<file path="src/rtl/ddr4_cmd_responder.sv">
// DDR4 DRAM-side command responder: decodes pins each CK_t edge, tracks init and bank state, emits RL/WL data windows.
// Latency: outputs register one edge after the command. Backpressure: pure observer, never stalls the bus.
module ddr4_cmd_responder #(
  parameter int NBANK   = 16,
  parameter int ROW_W   = 18,
  parameter int LAT_MAX = 32
) (
  input  logic             CK_t,
  input  logic             reset_n,
  input  logic             cs_n,
  input  logic             act_n,
  input  logic             RAS_n_A16,
  input  logic             CAS_n_A15,
  input  logic             WE_n_A14,
  input  logic             A17,
  input  logic             A13,
  input  logic             A12_BC_n,
  input  logic             A11,
  input  logic             A10_AP,
  input  logic [9:0]       A9_A0,
  input  logic [1:0]       bg_addr,
  input  logic [1:0]       ba_addr,
  input  logic [2:0]       CL,
  input  logic [1:0]       AL,
  input  logic [2:0]       CWL,
  input  logic [1:0]       BL,
  output logic             cmd_valid,
  output logic [3:0]       cmd_code,
  output logic [NBANK-1:0] bank_open,
  output logic [ROW_W-1:0] act_row,
  output logic             rd_win,
  output logic             wr_win,
  output logic             err_pulse,
  output logic             err_sticky,
  output logic             cfg_err,
  output logic             init_done
);

  typedef enum logic [3:0] {
    C_DES = 4'd0, C_NOP = 4'd1, C_MRS = 4'd2, C_REF = 4'd3, C_PRE = 4'd4,
    C_PREA = 4'd5, C_ACT = 4'd6, C_WR = 4'd7, C_WRA = 4'd8, C_RD = 4'd9,
    C_RDA = 4'd10, C_ZQC = 4'd11, C_RFU = 4'd12
  } cmd_t;

  typedef enum logic [1:0] {UNINIT, CONFIG, READY} state_t;

  state_t             state;
  cmd_t               code;
  logic [3:0]         bank;
  logic [ROW_W-1:0]   row;
  logic [4:0]         clc, alc, cwlc;
  logic [5:0]         rl, wl;
  logic [2:0]         burst;
  logic [6:0]         rd_end, wr_end;
  logic               rd_fit, wr_fit, rd_issue, wr_issue, cmd_legal, err;
  logic [LAT_MAX-1:0] rd_sr, wr_sr, rd_next, wr_next;

  assign bank   = {bg_addr, ba_addr};
  assign row    = {A17, RAS_n_A16, CAS_n_A15, WE_n_A14, A13, A12_BC_n, A11, A10_AP, A9_A0};
  assign rd_win = rd_sr[0];
  assign wr_win = wr_sr[0];

  // Bit k set means the window is active k edges from now.
  function automatic logic [LAT_MAX-1:0] win_mask(input logic [5:0] lat, input logic [2:0] len);
    logic [LAT_MAX-1:0] m;
    m = '0;
    for (int i = 0; i < LAT_MAX; i++)
      if (i >= int'(lat) && i < int'(lat) + int'(len)) m[i] = 1'b1;
    return m;
  endfunction

  always_comb begin
    code = C_DES;
    if (!cs_n) begin
      if (!act_n) code = C_ACT;
      else begin
        case ({RAS_n_A16, CAS_n_A15, WE_n_A14})
          3'b000:  code = C_MRS;
          3'b001:  code = C_REF;
          3'b010:  code = A10_AP ? C_PREA : C_PRE;
          3'b011:  code = C_RFU;
          3'b100:  code = A10_AP ? C_WRA : C_WR;
          3'b101:  code = A10_AP ? C_RDA : C_RD;
          3'b110:  code = C_ZQC;
          default: code = C_NOP;
        endcase
      end
    end
  end

  always_comb begin
    clc = {2'b00, CL} + 5'd9;
    case (AL)
      2'b01:   alc = clc - 5'd1;
      2'b10:   alc = clc - 5'd2;
      default: alc = 5'd0;
    endcase
    case (CWL)
      3'd0:    cwlc = 5'd9;
      3'd1:    cwlc = 5'd10;
      3'd2:    cwlc = 5'd11;
      3'd3:    cwlc = 5'd12;
      3'd4:    cwlc = 5'd14;
      3'd5:    cwlc = 5'd16;
      3'd6:    cwlc = 5'd18;
      default: cwlc = 5'd20;
    endcase
    rl     = {1'b0, alc} + {1'b0, clc};
    wl     = {1'b0, alc} + {1'b0, cwlc};
    // BL code 11 is reserved; treat it like fixed BL8.
    burst  = (BL == 2'b10 || (BL == 2'b01 && !A12_BC_n)) ? 3'd2 : 3'd4;
    rd_end = {1'b0, rl} + {4'b0000, burst};
    wr_end = {1'b0, wl} + {4'b0000, burst};
    rd_fit = int'(rd_end) < LAT_MAX;
    wr_fit = int'(wr_end) < LAT_MAX;
  end

  always_comb begin
    err       = 1'b0;
    rd_issue  = 1'b0;
    wr_issue  = 1'b0;
    cmd_legal = (state == READY) || (code inside {C_DES, C_NOP, C_MRS, C_ZQC});
    if (code == C_RFU || !cmd_legal) err = 1'b1;
    else if (state == READY) begin
      case (code)
        C_ACT:        err = bank_open[bank];
        C_RD, C_RDA:  if (!bank_open[bank] || !rd_fit) err = 1'b1; else rd_issue = 1'b1;
        C_WR, C_WRA:  if (!bank_open[bank] || !wr_fit) err = 1'b1; else wr_issue = 1'b1;
        C_REF:        err = |bank_open;
        default:      err = 1'b0;
      endcase
    end
    rd_next = (rd_sr >> 1) | (rd_issue ? win_mask(rl, burst) : '0);
    wr_next = (wr_sr >> 1) | (wr_issue ? win_mask(wl, burst) : '0);
    if (rd_next[0] && wr_next[0]) err = 1'b1;
  end

  always_ff @(posedge CK_t or negedge reset_n) begin
    if (!reset_n) begin
      state      <= UNINIT;
      cmd_valid  <= 1'b0;
      cmd_code   <= '0;
      bank_open  <= '0;
      act_row    <= '0;
      rd_sr      <= '0;
      wr_sr      <= '0;
      err_pulse  <= 1'b0;
      err_sticky <= 1'b0;
      cfg_err    <= 1'b0;
      init_done  <= 1'b0;
    end else begin
      cmd_valid <= !(code == C_DES || code == C_NOP);
      cmd_code  <= code;
      rd_sr     <= rd_next;
      wr_sr     <= wr_next;
      err_pulse <= err;
      cfg_err   <= (AL == 2'b11);
      if (err) err_sticky <= 1'b1;
      case (state)
        UNINIT: if (code == C_MRS) state <= CONFIG;
        CONFIG: if (code == C_ZQC) begin
          state     <= READY;
          init_done <= 1'b1;
        end
        READY: begin
          case (code)
            C_ACT: if (!bank_open[bank]) begin
              bank_open[bank] <= 1'b1;
              act_row         <= row;
            end
            C_RDA, C_WRA, C_PRE: bank_open[bank] <= 1'b0;
            C_PREA:              bank_open       <= '0;
            default: ;
          endcase
        end
        default: state <= UNINIT;
      endcase
    end
  end

endmodule
</file>
<file path="config.mk">
export PLATFORM = sky130hd
export DESIGN_NAME = ddr4_cmd_responder
export DESIGN_NICKNAME = d
export VERILOG_FILES = /design/src/rtl/ddr4_cmd_responder.sv
export SDC_FILE = /design/constraint.sdc
export NUM_CORES = 1
export LEC_CHECK = 0
export CORE_AREA = 5 5 169 171
export CTS_CLUSTER_DIAMETER = 120
export DETAILED_ROUTE_END_ITERATION = 16
export DIE_AREA = 0 0 174 176
export DONT_BUFFER_PORTS = 1
export MAX_ROUTING_LAYER = met4
export PLACE_DENSITY_LB_ADDON = 0.08
export REMOVE_ABC_BUFFERS = 1
export SLEW_MARGIN = 20
export SYNTH_ARGS = -nofsm -noshare
export SYNTH_HDL_FRONTEND = slang
export SYNTH_SLANG_ARGS = --single-unit
export TNS_END_PERCENT = 10
</file>
<file path="constraint.sdc">
create_clock -name CK_t -period 2.5 [get_ports CK_t]
set_input_delay 0.375 -clock CK_t [delete_from_list [all_inputs] [get_ports CK_t]]
set_output_delay 0.375 -clock CK_t [all_outputs]
set_load 0.01 [all_outputs]
</file>
==> metrics.txt <==
EDFF count, synth=0; kind of critical path=in -> reg; Synth Cell Area=6640 sq um; layout cells sized above 1=36.0%; grt met1 use=20.3%; MaxCap Viol Count=0; clock skew=0.0180 ns; die height=176 microns; FF+latch count, synth=109; sequential share of the synthesized area=between 40 and 50%; Final Hold Fails=around 110; RSZ-0062 raised after global routing=yes; die area=30600 sq um; routed via count=roughly 6.4k; biggest area consumer among synthesized cells=dfrtp_1; routability congestion estimate=0.866; RR Endpoint=err_sticky; failing checks=hold timing, setup timing; biggest fanout along the worst timing path=9; setup violators final=64; adder-cell share of the synthesized area=4.60%; area fraction in compound gates after synthesis=24.9%; Overflow after GRT=0; Synth top area share=~41%; met3 Usage GRT=3.98%; H-Tree Depth=3; largest cells by area after synthesis=dfrtp_1, nand2_1, o21ai_0, ha_1, nor2_1; Total GRT Usage=15.0%; GR peak layer=met2; total area of sequential cells=2730 sq um; # DRC=0; max-slew violations=0; Hold Slack=-0.284 ns; Synth Flop Type=dfrtp_1; area delta synth->final=38.0%; CTS tree=built; final worst-path cycle share=145%; nets@finish=975; proportion of synthesized area in mux cells=3.54%; pre-CTS setup slack=-1.80 ns; Layout fillers=approximately 2.8k; critical path capture point type=flop; largest net degree at the start of global routing=110; post-placement cell area=8250 sq um; Post-Syn Instances=743; latest clock arrival within the worst-skew pair=0.36 ns; first-pass GRT wire length=36400 microns; io pins=just over 80; Worst Slack Setup Final=-1.12 ns; antenna-violating nets left=0; fin crit period=3.62 ns; Leakage Power=4.06 nW; maximum vdd drop=0.378 mV; root buf cell=clkbuf_16; count of different cell masters after synthesis=79; dpl hpwl=around 17000 microns; antenna cells=0; core box area=26700 sq um; vias in the first global route=6542; Die Width=between 150 and 200 microns; vias per inst=5.03; FF-to-FF Start=bank_open[14]; Overall Power=approximately 7 mW; HP Class=in -> async; CTS Sinks=~110; YS warnings=0; final non-filler cell area=a little over 9000 sq um; DRT iter0 DRCs=~350; initial core utilization=between 20% and 30%; Achievable Freq=about 280 MHz; Worst EP arrival=approximately 3.9 ns; number of core rows=60; I/O Buffers=0; maximum clock insertion buffer count=2; Worst slew margin=59.8%; worst endpoint required time=2.73 ns; multi-input logic area=4080 sq um; Syn Area/Cell=just under 9 sq um; largest family of logic cells by synthesized area=compound AO/OA/AOI/OAI gates; total CTS buffers=9; GRT met2 Usage=22.5%; clk slew on worst S/H paths=around 0.08 ns; drt pass-1 iters=6; R2R Setup Slk=0.05 ns; Avg WL per Cell=between 15 and 20 microns; XOR/XNOR Fraction of Synth Area=1.68%; asr flop ratio synth=100%; post-synthesis simple-gate area fraction=20.4%; worst-margin pin slew=0.586 ns; status=finished with violations; initial antenna violation count=0; Worst Reg2Reg Path Length in Cells=9; Startpoint Class=primary input; Routed WL=22500 microns; P per Cell Area=~760 nW/um^2
how the worst max path moves through the flow:
| stage | startpoint | to | cells past startpoint |
|---|---|---|---|
| 2_1_floorplan | CL[0] | err_sticky | 17 |
| 3_3_place_gp | CL[0] | err_sticky | 17 |
| 3_5_place_dp | CL[0] | err_sticky | 17 |
| 4_1_cts | CL[0] | err_sticky | 18 |
| 5_1_grt | CL[0] | err_sticky | 18 |
| 6_report | CL[0] | err_sticky | 18 |
metrics by stage:
stage,setup TNS [ns],cells,hold WS (ns),utilization [%]
after detailed placement,-92.54,1228,0.0846,30.9
after global placement,-91.08,1228,0.0853,30.9
final,-48.66,1263,-0.284,34.3
after floorplan,-110.19,709,0.0794,-
after global routing,-55.99,1263,-0.314,34.3
after CTS,-50.00,1254,-0.312,33.4
synthesized netlist by cell type (3+ instances only):
cell,instances
clkbuf_1,24
buf_2,8
o21ai_1,7
o21bai_1,20
nor4_1,11
a31o_2,20
nor3_1,15
o211ai_1,4
xnor2_1,5
a31o_1,5
buf_6,3
mux2i_1,10
ha_1,18
o22ai_1,12
dfrtp_1,109
mux2_2,4
o221ai_1,4
nor2b_1,8
a21oi_1,42
nand3_1,8
xor2_1,4
o21a_1,5
inv_1,20
fa_1,4
nand2_1,108
nor2_1,60
nand2b_1,29
nand4_1,5
a21o_1,14
a31oi_1,8
a211oi_1,4
and2_1,4
or2_2,3
and3_1,7
mux4_2,4
o21ai_0,66
state kept, by name (all words and copies together) (netlist names):
| name | count |
|---|---|
| rd_sr | 32 |
| wr_sr | 32 |
| act_row | 18 |
| bank_open | 16 |
| cmd_code | 4 |
| state | 2 |
| cfg_err | 1 |
| cmd_valid | 1 |
| err_pulse | 1 |
| err_sticky | 1 |
| init_done | 1 |
per-layer routing:
layer  routed length [microns]  vias to the layer above
met5                         0                        -
met4                       340                        0
met3                      1470                       27
met2                      9920                      177
met1                     10800                     3109
li1                          -                     3039
repair_timing:
item,CTS,global route
hold endpoints to repair,109,109
buffers inserted,11,11
resized for setup,66,39
endpoints found under the setup margin,64,85
cloned,0,0
pin swaps,34,23
cell families (layout without fill, tap and decap cells):
group	count (synthesis)	in the layout
buffers and inverters	57	235
xor gates and xnor gates	11	11
DFF	109	109
and+or+nand+nor	279	279
muxes	18	18
AOI/OAI and AO/OA	246	246
adders and majority gates	22	22
other	1	2
report_power, final:
part	switching [mW]	internal (mW)
sequential	0.251	2.06
clock	0.740	0.804
combinational	1.65	1.42
critical path, cell delays in order:
cell	delay [ns]
ha_4	0.15
ha_4	0.28
inv_4	0.04
ha_4	0.26
nor2b_4	0.04
a21oi_2	0.09
nor2_1	0.05
ha_1	0.33
xor2_2	0.21
buf_6	0.14
ha_4	0.19
a21o_1	0.17
or4_4	0.55
a211oi_2	0.24
nand2_1	0.10
a31o_4	0.25
a221oi_4	0.28
nand3b_1	0.10
layout by cell type, fill, tap and decap left out, types with 9 or more instances in the layout:
master and n:
a21oi_1 37, nand2_1 103, nor2_1 52, nand2b_1 25
ha_1 12, o22ai_1 12, a31o_2 18, o21ai_1 12
mux2i_1 9, clkbuf_16 9, o21bai_1 20, dfrtp_1 109
a21o_1 14, buf_4 187, buf_6 9, inv_1 16
nor3_1 13, o21ai_0 57
area by class of cell:
class,instances,area share [%]
sequential,109,29.8
timing repair buffer,197,16.6
clock inverter,7,1.01
multi-input combinational,578,44.5
inverter,22,0.929
tap,341,4.66
clock buffer,9,2.46
(Power assumes the default switching activity.)
